$ cat src/rtl/vga_sync_gen_if.sv
// Raster-timing bundle between the VGA sync generator (master) and the pixel stage (slave).
// The master drives coordinates, decodes and strobes; the slave supplies the clock enable.
interface vga_sync_gen_if;
  logic        ce;
  logic [9:0]  hc;
  logic [9:0]  vc;
  logic        valid;
  logic        hsync;
  logic        vsync;
  logic        line_end;
  logic        frame_start;
  logic [15:0] frame_cnt;

  modport master (
    input  ce,
    output hc, vc, valid, hsync, vsync, line_end, frame_start, frame_cnt
  );

  modport slave (
    output ce,
    input  hc, vc, valid, hsync, vsync, line_end, frame_start, frame_cnt
  );
endinterface

$ cat src/rtl/vga_sync_gen.sv
// VGA raster timing generator: pixel coordinates, active-video valid, sync pulses and strobes.
// Optional macro VGA_SYNC_DELAY_EN adds one register stage on hsync/vsync.
module vga_sync_gen #(
  parameter int H_ACTIVE = 640,
  parameter int H_FP     = 16,
  parameter int H_SYNC   = 96,
  parameter int H_BP     = 48,
  parameter int V_ACTIVE = 480,
  parameter int V_FP     = 10,
  parameter int V_SYNC   = 2,
  parameter int V_BP     = 33,
  parameter bit SYNC_POL = 1'b0
) (
  input  logic              clk_25m,
  input  logic              rst,
  vga_sync_gen_if.master    bus
);
  localparam int H_TOTAL = H_ACTIVE + H_FP + H_SYNC + H_BP;
  localparam int V_TOTAL = V_ACTIVE + V_FP + V_SYNC + V_BP;

  localparam logic [9:0] HC_LAST = 10'(H_TOTAL - 1);
  localparam logic [9:0] VC_LAST = 10'(V_TOTAL - 1);
  localparam logic [9:0] HA_END  = 10'(H_ACTIVE);
  localparam logic [9:0] VA_END  = 10'(V_ACTIVE);
  localparam logic [9:0] HS_BEG  = 10'(H_ACTIVE + H_FP);
  localparam logic [9:0] HS_END  = 10'(H_ACTIVE + H_FP + H_SYNC);
  localparam logic [9:0] VS_BEG  = 10'(V_ACTIVE + V_FP);
  localparam logic [9:0] VS_END  = 10'(V_ACTIVE + V_FP + V_SYNC);

  typedef enum logic {IDLE, RUN} state_t;

  state_t      r_state, w_state_nxt;
  logic [9:0]  r_hc, r_vc, w_hc_nxt, w_vc_nxt;
  logic [15:0] r_fcnt, w_fcnt_nxt;
  logic        r_valid, r_hs, r_vs, r_le, r_fs;
  logic        w_valid_nxt, w_hs_nxt, w_vs_nxt, w_le_nxt, w_fs_nxt;

  always_ff @(posedge clk_25m or posedge rst) begin
    if (rst) r_state <= IDLE;
    else     r_state <= w_state_nxt;
  end

  // Next coordinates, then decodes taken from those next coordinates so that the
  // registered flags always describe the hc/vc presented in the same cycle.
  always_comb begin
    w_state_nxt = r_state;
    w_hc_nxt    = r_hc;
    w_vc_nxt    = r_vc;
    w_fcnt_nxt  = r_fcnt;
    case (r_state)
      IDLE: begin
        if (bus.ce) begin
          w_state_nxt = RUN;
          w_hc_nxt    = '0;
          w_vc_nxt    = '0;
        end
      end
      RUN: begin
        if (bus.ce) begin
          if (r_hc == HC_LAST) begin
            w_hc_nxt = '0;
            if (r_vc == VC_LAST) begin
              w_vc_nxt   = '0;
              w_fcnt_nxt = r_fcnt + 16'd1;
            end else begin
              w_vc_nxt = r_vc + 10'd1;
            end
          end else begin
            w_hc_nxt = r_hc + 10'd1;
          end
        end
      end
      default: w_state_nxt = IDLE;
    endcase

    w_valid_nxt = (w_hc_nxt < HA_END) && (w_vc_nxt < VA_END);
    w_hs_nxt    = ((w_hc_nxt >= HS_BEG) && (w_hc_nxt < HS_END)) ? SYNC_POL : ~SYNC_POL;
    w_vs_nxt    = ((w_vc_nxt >= VS_BEG) && (w_vc_nxt < VS_END)) ? SYNC_POL : ~SYNC_POL;
    w_le_nxt    = bus.ce && (w_hc_nxt == HC_LAST);
    w_fs_nxt    = bus.ce && (w_hc_nxt == 10'd0) && (w_vc_nxt == 10'd0);
  end

  always_ff @(posedge clk_25m or posedge rst) begin
    if (rst) begin
      r_hc    <= '0;
      r_vc    <= '0;
      r_fcnt  <= '0;
      r_valid <= 1'b0;
      r_hs    <= ~SYNC_POL;
      r_vs    <= ~SYNC_POL;
      r_le    <= 1'b0;
      r_fs    <= 1'b0;
    end else begin
      r_le <= w_le_nxt;
      r_fs <= w_fs_nxt;
      if (bus.ce) begin
        r_hc    <= w_hc_nxt;
        r_vc    <= w_vc_nxt;
        r_fcnt  <= w_fcnt_nxt;
        r_valid <= w_valid_nxt;
        r_hs    <= w_hs_nxt;
        r_vs    <= w_vs_nxt;
      end
    end
  end

`ifdef VGA_SYNC_DELAY_EN
  // Extra sync stage lines the pulses up with the pixel stage's registered colour output.
  logic r_hs_d, r_vs_d;

  always_ff @(posedge clk_25m or posedge rst) begin
    if (rst) begin
      r_hs_d <= ~SYNC_POL;
      r_vs_d <= ~SYNC_POL;
    end else if (bus.ce) begin
      r_hs_d <= r_hs;
      r_vs_d <= r_vs;
    end
  end

  assign bus.hsync = r_hs_d;
  assign bus.vsync = r_vs_d;
`else
  assign bus.hsync = r_hs;
  assign bus.vsync = r_vs;
`endif

  assign bus.hc          = r_hc;
  assign bus.vc          = r_vc;
  assign bus.valid       = r_valid;
  assign bus.line_end    = r_le;
  assign bus.frame_start = r_fs;
  assign bus.frame_cnt   = r_fcnt;
endmodule

$ cat src/flat_wrapper.sv
// flat-port wrapper written by rule: the top's interface ports become plain ports
module vga_sync_gen_flat 
#(
  parameter int H_ACTIVE = 640,
  parameter int H_FP     = 16,
  parameter int H_SYNC   = 96,
  parameter int H_BP     = 48,
  parameter int V_ACTIVE = 480,
  parameter int V_FP     = 10,
  parameter int V_SYNC   = 2,
  parameter int V_BP     = 33,
  parameter bit SYNC_POL = 1'b0
)
  (clk_25m, rst, bus_ce, bus_hc, bus_vc, bus_valid, bus_hsync, bus_vsync, bus_line_end, bus_frame_start, bus_frame_cnt);
  vga_sync_gen_if bus_i ();
  input  logic clk_25m;
  input  logic rst;
  input wire logic [$bits(bus_i.ce)-1:0] bus_ce;
  output wire logic [$bits(bus_i.hc)-1:0] bus_hc;
  output wire logic [$bits(bus_i.vc)-1:0] bus_vc;
  output wire logic [$bits(bus_i.valid)-1:0] bus_valid;
  output wire logic [$bits(bus_i.hsync)-1:0] bus_hsync;
  output wire logic [$bits(bus_i.vsync)-1:0] bus_vsync;
  output wire logic [$bits(bus_i.line_end)-1:0] bus_line_end;
  output wire logic [$bits(bus_i.frame_start)-1:0] bus_frame_start;
  output wire logic [$bits(bus_i.frame_cnt)-1:0] bus_frame_cnt;
  assign bus_i.ce = bus_ce;
  assign bus_hc = bus_i.hc;
  assign bus_vc = bus_i.vc;
  assign bus_valid = bus_i.valid;
  assign bus_hsync = bus_i.hsync;
  assign bus_vsync = bus_i.vsync;
  assign bus_line_end = bus_i.line_end;
  assign bus_frame_start = bus_i.frame_start;
  assign bus_frame_cnt = bus_i.frame_cnt;
  vga_sync_gen #(.H_ACTIVE(H_ACTIVE), .H_FP(H_FP), .H_SYNC(H_SYNC), .H_BP(H_BP), .V_ACTIVE(V_ACTIVE), .V_FP(V_FP), .V_SYNC(V_SYNC), .V_BP(V_BP), .SYNC_POL(SYNC_POL)) u_core (.clk_25m(clk_25m), .rst(rst), .bus(bus_i));
endmodule
$ cat config.mk
export PLATFORM = sky130hd
export DESIGN_NAME = vga_sync_gen_flat
export DESIGN_NICKNAME = d
export VERILOG_FILES = /design/src/rtl/vga_sync_gen_if.sv /design/src/rtl/vga_sync_gen.sv /design/src/flat_wrapper.sv
export SDC_FILE = /design/constraint.sdc
export NUM_CORES = 1
export LEC_CHECK = 0
export ABC_AREA = 1
export BUFFER_PORTS_ARGS = -buffer_cell sky130_fd_sc_hd__buf_2
export CAP_MARGIN = 20
export CORE_ASPECT_RATIO = 1.1
export CORE_MARGIN = 4
export CORE_UTILIZATION = 42
export DETAILED_ROUTE_END_ITERATION = 8
export GPL_ROUTABILITY_DRIVEN = 0
export GPL_TIMING_DRIVEN = 0
export PLACE_DENSITY = 0.63
export SLEW_MARGIN = 5
export SYNTH_ARGS = -nofsm -noshare
export SYNTH_HDL_FRONTEND = slang
export SYNTH_SLANG_ARGS = --single-unit
$ cat constraint.sdc
create_clock -name clk_25m -period 4 [get_ports clk_25m]
set_clock_uncertainty 0.2 [all_clocks]
set_input_delay 0.4 -clock clk_25m [delete_from_list [all_inputs] [get_ports clk_25m]]
set_output_delay 0.4 -clock clk_25m [all_outputs]
set_load 0.02 [all_outputs]
==> After elaboration in Yosys (flattened, before gate mapping) <==
Cells that the tools add are included.
{ "totals": {"regBits": 42, "output_inout_bits": 41, "inputBits": 3, "elab_cells": 44, "mem_bits_ro": 0, "mem_count": 0, "latch_bits": 0, "mem_bits_rw": 0} }
{ "op_classes": {"n_reduce_logical": 9, "div": 0, "bitwise_logic": 1, "n_eq_ne": 3, "shifts": 0, "magnitude_cmp": 6, "n_mux": 13, "n_addsub": 3, "n_mul": 0} }
{ "op_table": {"columns": ["operator", "count"], "rows": [
  ["10-bit 2-to-1 mux", 7],
  ["10-bit case mux with 2 select lines", 2],
  ["10-bit == test (second input constant)", 3],
  ["10-bit by 1-bit adder with 10-bit output (second input constant)", 2],
  ["10-bit zero test", 2],
  ["10-bit less-than comparator (second input constant)", 2],
  ["10-bit by 9-bit less-than comparator with 1-bit output (second input constant)", 2],
  ["16-bit by 1-bit adder with 16-bit output (second input constant)", 1],
  ["10-bit >= comparator (second input constant)", 1],
  ["10-bit by 9-bit >= comparator with 1-bit output (second input constant)", 1],
  ["1-bit logical AND", 6],
  ["1-bit 2-to-1 mux", 4],
  ["4-bit AND reduction", 1],
  ["1-bit inverter", 1]
]} }

==> Depth between registers and ports, before layout <==
Gate-level depths: netlist of run 1.
{ "logic_depth": {"ltp_word": 8, "ltp_mapped": 15, "ltp_nobuf": 15} }

==> Least setup slack after synthesis of run 1 <==
Ideal clock, no wire load.
{ "synth_path": {"path_kind": "reg2reg", "from": "register u_core.r_hc[1] (netlist: u_core.bus.hc[1])", "to": "register u_core.r_fcnt[14] (netlist: u_core.bus.frame_cnt[14])", "t_required_ps": 3679, "n_path_buf": 0, "arrival_ps": 1795, "synth_period_minus_slack_ps": 2116, "slack_ps": 1884, "setup_ps": 121, "stages_incl_launch_ff": 11, "cell_sequence": "dfrtp_1 ha_1 nand3_2 nor2_4 nand2_4 nor2_8 nand3_2 nor2_2 and3_1 nand2_1 xor2_1"} }
{ "synth_via": {"elab_chain_cells": 2} }
{ "synth_lines": {"columns": ["item", "line", "source"], "rows": [
  ["from (decl)", "vga_sync_gen.sv:33", "logic [9:0] r_hc, r_vc, w_hc_nxt, w_vc_nxt;"],
  ["from (signal assigned)", "vga_sync_gen.sv:97", "r_hc <= w_hc_nxt;"],
  ["10-bit == test", "vga_sync_gen.sv:60", "if (r_hc == HC_LAST) begin"],
  ["4-bit AND reduction (no source line)", null, null],
  ["to (signal assigned)", "vga_sync_gen.sv:99", "r_fcnt <= w_fcnt_nxt;"],
  ["to (decl)", "vga_sync_gen.sv:34", "logic [15:0] r_fcnt, w_fcnt_nxt;"]
]} }
No other way between the ends.
A chain may end at the register's enable or synchronous reset.

==> Final worst setup path of run 1 <==
{ "layout_path": {"from": "register u_core.r_hc[1] (netlist: u_core.bus.hc[1])", "to": "register u_core.r_fs (netlist: u_core.bus.frame_start)"} }
{ "layout_via": {"elab_chain_cells": 7, "word_cells_on_any_way": 13, "cone_classes": "1 x add/sub; 1 x eq/ne; 7 x mux; 4 x reduce/logical"} }
{ "layout_lines": {"columns": ["item", "line", "source"], "rows": [
  ["10-bit by 1-bit adder with 10-bit output / 10-bit == test (equally long branches)", "vga_sync_gen.sv:69, vga_sync_gen.sv:60", null],
  ["10-bit 2-to-1 mux", "vga_sync_gen.sv:60", null],
  ["10-bit 2-to-1 mux", "vga_sync_gen.sv:59", "if (bus.ce) begin"],
  ["10-bit case mux with 2 select lines", "vga_sync_gen.sv:50", "case (r_state)"],
  ["10-bit zero test", "vga_sync_gen.sv:80", "w_fs_nxt = bus.ce && (w_hc_nxt == 10'd0) && (w_vc_nxt == 10'd0);"],
  ["1-bit logical AND", "vga_sync_gen.sv:80", null],
  ["1-bit logical AND (*)", "vga_sync_gen.sv:80", null],
  ["named net u_core.w_fs_nxt", "vga_sync_gen.sv:36", "logic w_valid_nxt, w_hs_nxt, w_vs_nxt, w_le_nxt, w_fs_nxt;"],
  ["to (signal assigned)", "vga_sync_gen.sv:95", "r_fs <= w_fs_nxt;"],
  ["to (decl)", "vga_sync_gen.sv:35", "logic r_valid, r_hs, r_vs, r_le, r_fs;"]
]} }
Mark *: on every way through the listed nets, which the timed path passes. The rest lies on a longest branch.

==> results by group, run 1 <==
Synth
  – Sequential area share after synthesis: 0.395
  – Yosys top cell by area: dfrtp_1
  – Post-synth top flop: dfrtp_1
  – Avg Inst Size Synth: 7.46 um2
  – #FFs+latches synth: 42
  – Syn nets: roughly 370
  – Yosys top cell area share: 0.375
  – Distinct cells, synth: 37
  – Cell area after synthesis: 2670 um2
  – Ys Warns: 0
  – Synth Instances: 358
  – Ranking of synthesized cells by area: dfrtp_1 (37%), nand2_1 (14%), nand3_1 (7.3%), inv_1 (5.6%), nor2_1 (5.3%)
  – Asr flop ratio synth: 1.00
  – EDFF count, synth: 0

Detailed routing
  – DR vias: 2452
  – Routed wl met2: about 3.3 mm
  – # DRC: 0
  – Total wire length: 6.71 mm
  – TritonRoute pass-1 iters: 5
  – Routed Antenna Nets: 0
  – Iter 0 DRT Violations: 197
  – Met3 wire length: 345 um
  – Top layer in use: met4
  – DR WL/cell: 13.7 um
  – Post-Route M1 WL: 3.02 mm
  – Vias per cell: 5.00

Global route
  – Antenna violations before repair: 0
  – GRT overflow: 0
  – Largest net degree at the start of global routing: 33
  – Vias in the first global route: between 2000 and 3000
  – Total Routing Usage GR: 0.186
  – First-pass GRT wire length: approximately 12 mm

Timing
  – Max-slew violation count: 0
  – Peak Freq: 432 MHz
  – Tcrit/Tclk final: 0.579
  – Setup TNS Final: 0 ns
  – RSZ-0062 raised after global routing: false
  – Crit path time final: roughly 2.3 ns
  – Final worst slack: 1.68 ns
  – Hold Vio Cnt, Final: 0
  – Final setup viols: 0
  – Worst slew pin tran: 0.486 ns
  – Relative slew slack: 0.676

Floorplan
  – Initial Util: 0.434
  – Die Ht: between 90 and 100 um
  – Row cnt: 30
  – Die Wd: around 84 um
  – Core Area: around 6200 um2
  – Die area: 7700 um2
  – I/O pin count: 44

Setup path
  – CP Max Fanout: 8
  – Arrival @ worst endpoint: 2.33 ns
  – Crit Path Class: register to register
  – Worst EP required: 4.02 ns
  – Element type at the critical path end: register
  – Critical path launch point type: register

Clock tree
  – Clk_lat worst skew: 0.29 ns
  – Postcts setup bufs: 0
  – Sink Count: 42
  – Clock buffer count from CTS: 5
  – CTS clk-pin slew, worst paths: 0.09 ns
  – Longest Clk Path Bufs: 2
  – CTS root buf: clkbuf_8
  – Htree depth: 2
  – CTS tree: yes
  – Post-cts resize count: 0

Placement
  – Area after DPL: 3010 um2
  – IO buf count: 43
  – Pre-CTS setup slack: ~1.7 ns
  – DP HPWL: 5.16 mm

Run status
  – Outcome: complete, no violations

Finish
  – Fin area: 3100 um2
  – FILL cells: 636
  – Final net count: 417
  – Layout cells sized above 1: 0.222
  – Finished Core Util: 0.503
  – Antenna Cells: 0
  – Area Growth Syn to Fin: 16.1%

Power
  – Power density over the cells: 321 nW/um2
  – Leakage: 1.69 nW
  – Max IR drop VDD: 0.200 mV
  – Total design power: 0.000995 W

Job
  – Max-cap violations: 0

Worst hold path
  – Hold WC Path Type: register to register
[cell families after synthesis]
| group | count (synthesis) | share of synthesized area |
|---|---|---|
| flip-flops | 42 | 0.395 |
| buffers and inverters | 53 | 0.0754 |
| AND/OR/NAND/NOR | 223 | 0.411 |
| XOR/XNOR | 16 | 0.0525 |
| AO/OA/AOI/OAI | 19 | 0.0431 |
| multiplexers | 1 | 0.00422 |
| adder cells (fa/ha/maj) | 4 | 0.0187 |
[timing repair]
action | in CTS | in global routing
hold endpoints to repair | 10 | 0
setup endpoints to repair | 0 | 0
hold buffers | 1 | 0
[stage by stage]
step           std cells  hold slack (ns)
2_1_floorplan        358            0.320
3_3_place_gp         481            0.285
3_5_place_dp         482            0.149
4_1_cts              490            0.300
5_1_grt              490            0.321
6_report             490            0.296
[worst max-delay path: stages, from the launching register on]
cell	delay [ns]
dfrtp_1	0.41
ha_1	0.27
nand3_2	0.13
nor2_4	0.15
nand2_4	0.12
nor2_4	0.20
nand2_1	0.07
nand3_1	0.08
nand2_1	0.10
inv_1	0.07
nand2_1	0.04
nor2_1	0.18
nand3_1	0.10
nor2_1	0.12
[cell usage in the layout (no fill, tap or decap), types with 2 or more instances in the layout]
cell and count:
nand2_2 3, nand3_2 3, buf_2 45, clkinvlp_4 2, clkbuf_1 2, clkbuf_8 5
o21ai_1 2, nor2_2 5, nor4_1 4, nor3_1 2, nor2_4 5, xor2_1 11
dfrtp_1 40, clkinv_1 2, inv_2 8, nand4_1 11, nand3_1 39, nor2_1 38
dfstp_2 2, nand2_4 3, o21ai_0 9, xnor2_1 5, inv_1 39, nor2_8 2
a21oi_1 3, nand2_1 102, ha_1 4
[synth_stat cells (5+ instances only)]
cell,instances
nand2_1,102
dfrtp_1,40
inv_1,40
nand3_1,39
nor2_1,38
nand4_1,11
xor2_1,11
o21ai_0,9
inv_2,7
nor2_2,5
nor2_4,5
xnor2_1,5
[final timing paths]
kind	startpoint	to	slack [ns]	cells past startpoint
worst max-delay path	u_core.bus.hc[1]	u_core.bus.frame_start	1.68	13
worst min-delay path	u_core.bus.hsync	u_core.bus.hsync	0.30	2
worst max register to register	u_core.bus.hc[1]	u_core.bus.frame_start	1.68	13
worst min register to register	u_core.bus.hsync	u_core.bus.hsync	0.30	2
max in group asynchronous	rst	u_core.bus.vsync	2.70	4
min in group asynchronous	rst	u_core.bus.frame_cnt[1]	0.37	3
[final cells by class]
class / instances / area (um2) / area share
Sequential cell: 42 / 1050 / 0.340
Inverter: 49 / 184 / 0.0593
Multi-Input combinational cell: 263 / 1420 / 0.457
Clock buffer: 5 / 68.8 / 0.0222
Tap cell: 80 / 100 / 0.0323
Timing Repair Buffer: 45 / 245 / 0.0791
Buffer: 4 / 17.5 / 0.00565
Clock inverter: 2 / 15.0 / 0.00484
[layer usage]
| metal | GRT usage | up-vias |
|---|---|---|
| met5 | 0 | - |
| met4 | 0.0375 | 0 |
| met3 | 0.0305 | 9 |
| met2 | 0.331 | 61 |
| met1 | 0.238 | 1139 |
| li1 | - | 1243 |
[state kept, by name, indices dropped and copies added (netlist names)]
register,flops
u_core.bus.frame_cnt,16
u_core.bus.frame_start,1
u_core.bus.hc,10
u_core.bus.hsync,1
u_core.bus.line_end,1
u_core.bus.valid,1
u_core.bus.vc,10
u_core.bus.vsync,1
u_core.r_state,1
[power breakdown]
group | switching, W | total, W | internal [W]
clock network | 0.000156 | 0.000275 | 0.000119
registers | 0.0000444 | 0.000494 | 0.000449
logic | 0.000159 | 0.000226 | 0.0000672
Power figures use the tool's default switching activity.
==> run 2, diff against run 1 <==
- PLACE_DENSITY: 0.63 -> 0.66
- clock period: 4 -> 2 ns (I/O delays scaled with it)
==> results by group, run 2 (same netlist as run 1, synthesis figures left out) <==
Global route
  – Vias in the first global route: between 2000 and 3000
  – First-pass GRT wire length: 11.7 mm
  – Antenna violations before repair: 0
  – GRT overflow: 0
  – Largest net degree at the start of global routing: 34
  – Total Routing Usage GR: 0.185

Power
  – Leakage: between 1.5 and 2 nW
  – Total design power: 0.00225 W
  – Max IR drop VDD: about 0.42 mV
  – Power density over the cells: between 600 and 700 nW/um2

Floorplan
  – Row cnt: 30
  – Die area: 7700 um2
  – Initial Util: 0.434
  – Die Wd: between 80 and 90 um
  – I/O pin count: 44
  – Die Ht: roughly 90 um
  – Core Area: 6160 um2

Timing
  – Crit path time final: 2.11 ns
  – Final setup viols: 6
  – Setup TNS Final: -0.308 ns
  – Relative slew slack: 0.615
  – Max-slew violation count: 0
  – Worst slew pin tran: 0.578 ns
  – Tcrit/Tclk final: 1.06
  – Final worst slack: -0.110 ns
  – Peak Freq: approximately 470 MHz
  – Hold Vio Cnt, Final: 0
  – RSZ-0062 raised after global routing: true

Detailed routing
  – DR vias: 2651
  – # DRC: 0
  – Routed Antenna Nets: 0
  – DR WL/cell: approximately 14 um
  – Iter 0 DRT Violations: 160
  – Vias per cell: 5.12
  – TritonRoute pass-1 iters: 4
  – Total wire length: 7.20 mm

Clock tree
  – Clk_lat worst skew: 0.30 ns
  – Longest Clk Path Bufs: 2
  – CTS clk-pin slew, worst paths: 0.09 ns
  – CTS tree: yes
  – Sink Count: 42
  – Clock buffer count from CTS: 5
  – Htree depth: 2
  – CTS root buf: clkbuf_8

Finish
  – Most frequent cells in the layout: nand2_1 (88), buf_2 (45), inv_1 (35), nand3_1 (29), dfrtp_1 (29)
  – Area Growth Syn to Fin: 34.6%
  – Final net count: between 400 and 500
  – Antenna Cells: 0
  – Finished Layout Cells: 518
  – Max reg flops: 16
  – Leading cell type in the layout, fill and taps excluded: nand2_1
  – Fin area: 3590 um2
  – Finished Core Util: 0.584
  – FILL cells: 597
  – Layout cells sized above 1: 0.413

Job
  – Max-cap violations: 0

Run status
  – Outcome: finished, violations left
  – Failing checks: negative setup slack

Setup path
  – CP Launch Point: u_core.bus.hc[0]
  – Crit Path Class: register to register
  – Critical path launch point type: register
  – Element type at the critical path end: register
  – Arrival @ worst endpoint: 2.15 ns
  – FF-to-FF Start: u_core.bus.hc[0]
  – Worst EP required: between 2 and 2.5 ns
  – CP Max Fanout: 8

Worst hold path
  – Hold WC Path Type: input port to async pin

Placement
  – Post-Place Cells: 482
  – Area after DPL: 3030 um2
  – DP HPWL: around 5 mm
  – IO buf count: 43
==> run 2: changes by cell type in the layout (fill, tap and decap cells not counted), sizes merged <==
cell	previous run	this run
bufinv	0	1
inv	47	48
buf	46	73
clkinvlp	2	1
==> run 2: what timing repair did <==
action                                  in CTS  in global routing
endpoints found under the setup margin      10                 14
gates resized for setup                     26                 46
endpoints found under the hold margin       40                  0
buffers inserted                            14                 14
hold buffers                                 1                  0
pin swaps                                   17                 28
==> run 2: worst paths after layout <==
path | endpoint | slack, ns | cells past startpoint
max | u_core.bus.frame_start | -0.11 | 11
min | u_core.bus.vc[3] | 0.16 | 3
max reg2reg | u_core.bus.frame_start | -0.11 | 11
min reg2reg | u_core.bus.hsync | 0.30 | 2
max in group asynchronous | u_core.bus.hsync | 0.92 | 4
min in group clk_25m | u_core.bus.vc[7] | 0.19 | 4
==> run 2: stage by stage <==
stage	setup slack [ns]	hold slack, ns
6_report	-0.110	0.160
5_1_grt	-0.219	0.188
4_1_cts	-0.0772	0.163
3_5_place_dp	-0.160	-0.0497
3_3_place_gp	-0.142	0.279
2_1_floorplan	0.00533	0.241
==> run 2: cell type report <==
| type | instances | area (um2) | area share |
|---|---|---|---|
| tap | 80 | 100 | 0.0279 |
| buffer | 4 | 17.5 | 0.00487 |
| clock buffer | 5 | 68.8 | 0.0192 |
| clock inverter | 3 | 48.8 | 0.0136 |
| sequential | 42 | 1070 | 0.297 |
| multi-input combinational | 263 | 1650 | 0.460 |
| timing repair buffer | 72 | 455 | 0.127 |
| inverter | 49 | 184 | 0.0512 |
==> run 2: critical path, cell delays in order, from the launching register on <==
cell and delay [ns]:
dfrtp_2 0.39, ha_4 0.18, nand2_4 0.06, nor2_4 0.15
nand2_4 0.09, nor2_8 0.19, nor2_4 0.09, o211ai_2 0.26
nand3_2 0.15, nor2_2 0.12, nand2_1 0.07, nor2_2 0.10
==> run 2: per-layer routing <==
| metal | global-route usage | wire [um] | share of wire | up-vias |
|---|---|---|---|---|
| met1 | 0.233 | 3040 | 0.42 | 1266 |
| met5 | 0 | 0 | 0 | - |
| li1 | - | - | - | 1302 |
| met4 | 0.0603 | 93 | 0.013 | 0 |
| met3 | 0.0386 | 405 | 0.056 | 11 |
| met2 | 0.316 | 3660 | 0.51 | 72 |
==> run 2: power breakdown <==
part	total (W)	internal [W]	switching, W
combinational	0.000550	0.000193	0.000357
sequential	0.000986	0.000905	0.0000808
clock	0.000715	0.000381	0.000335
total	0.00225	0.00148	0.000772
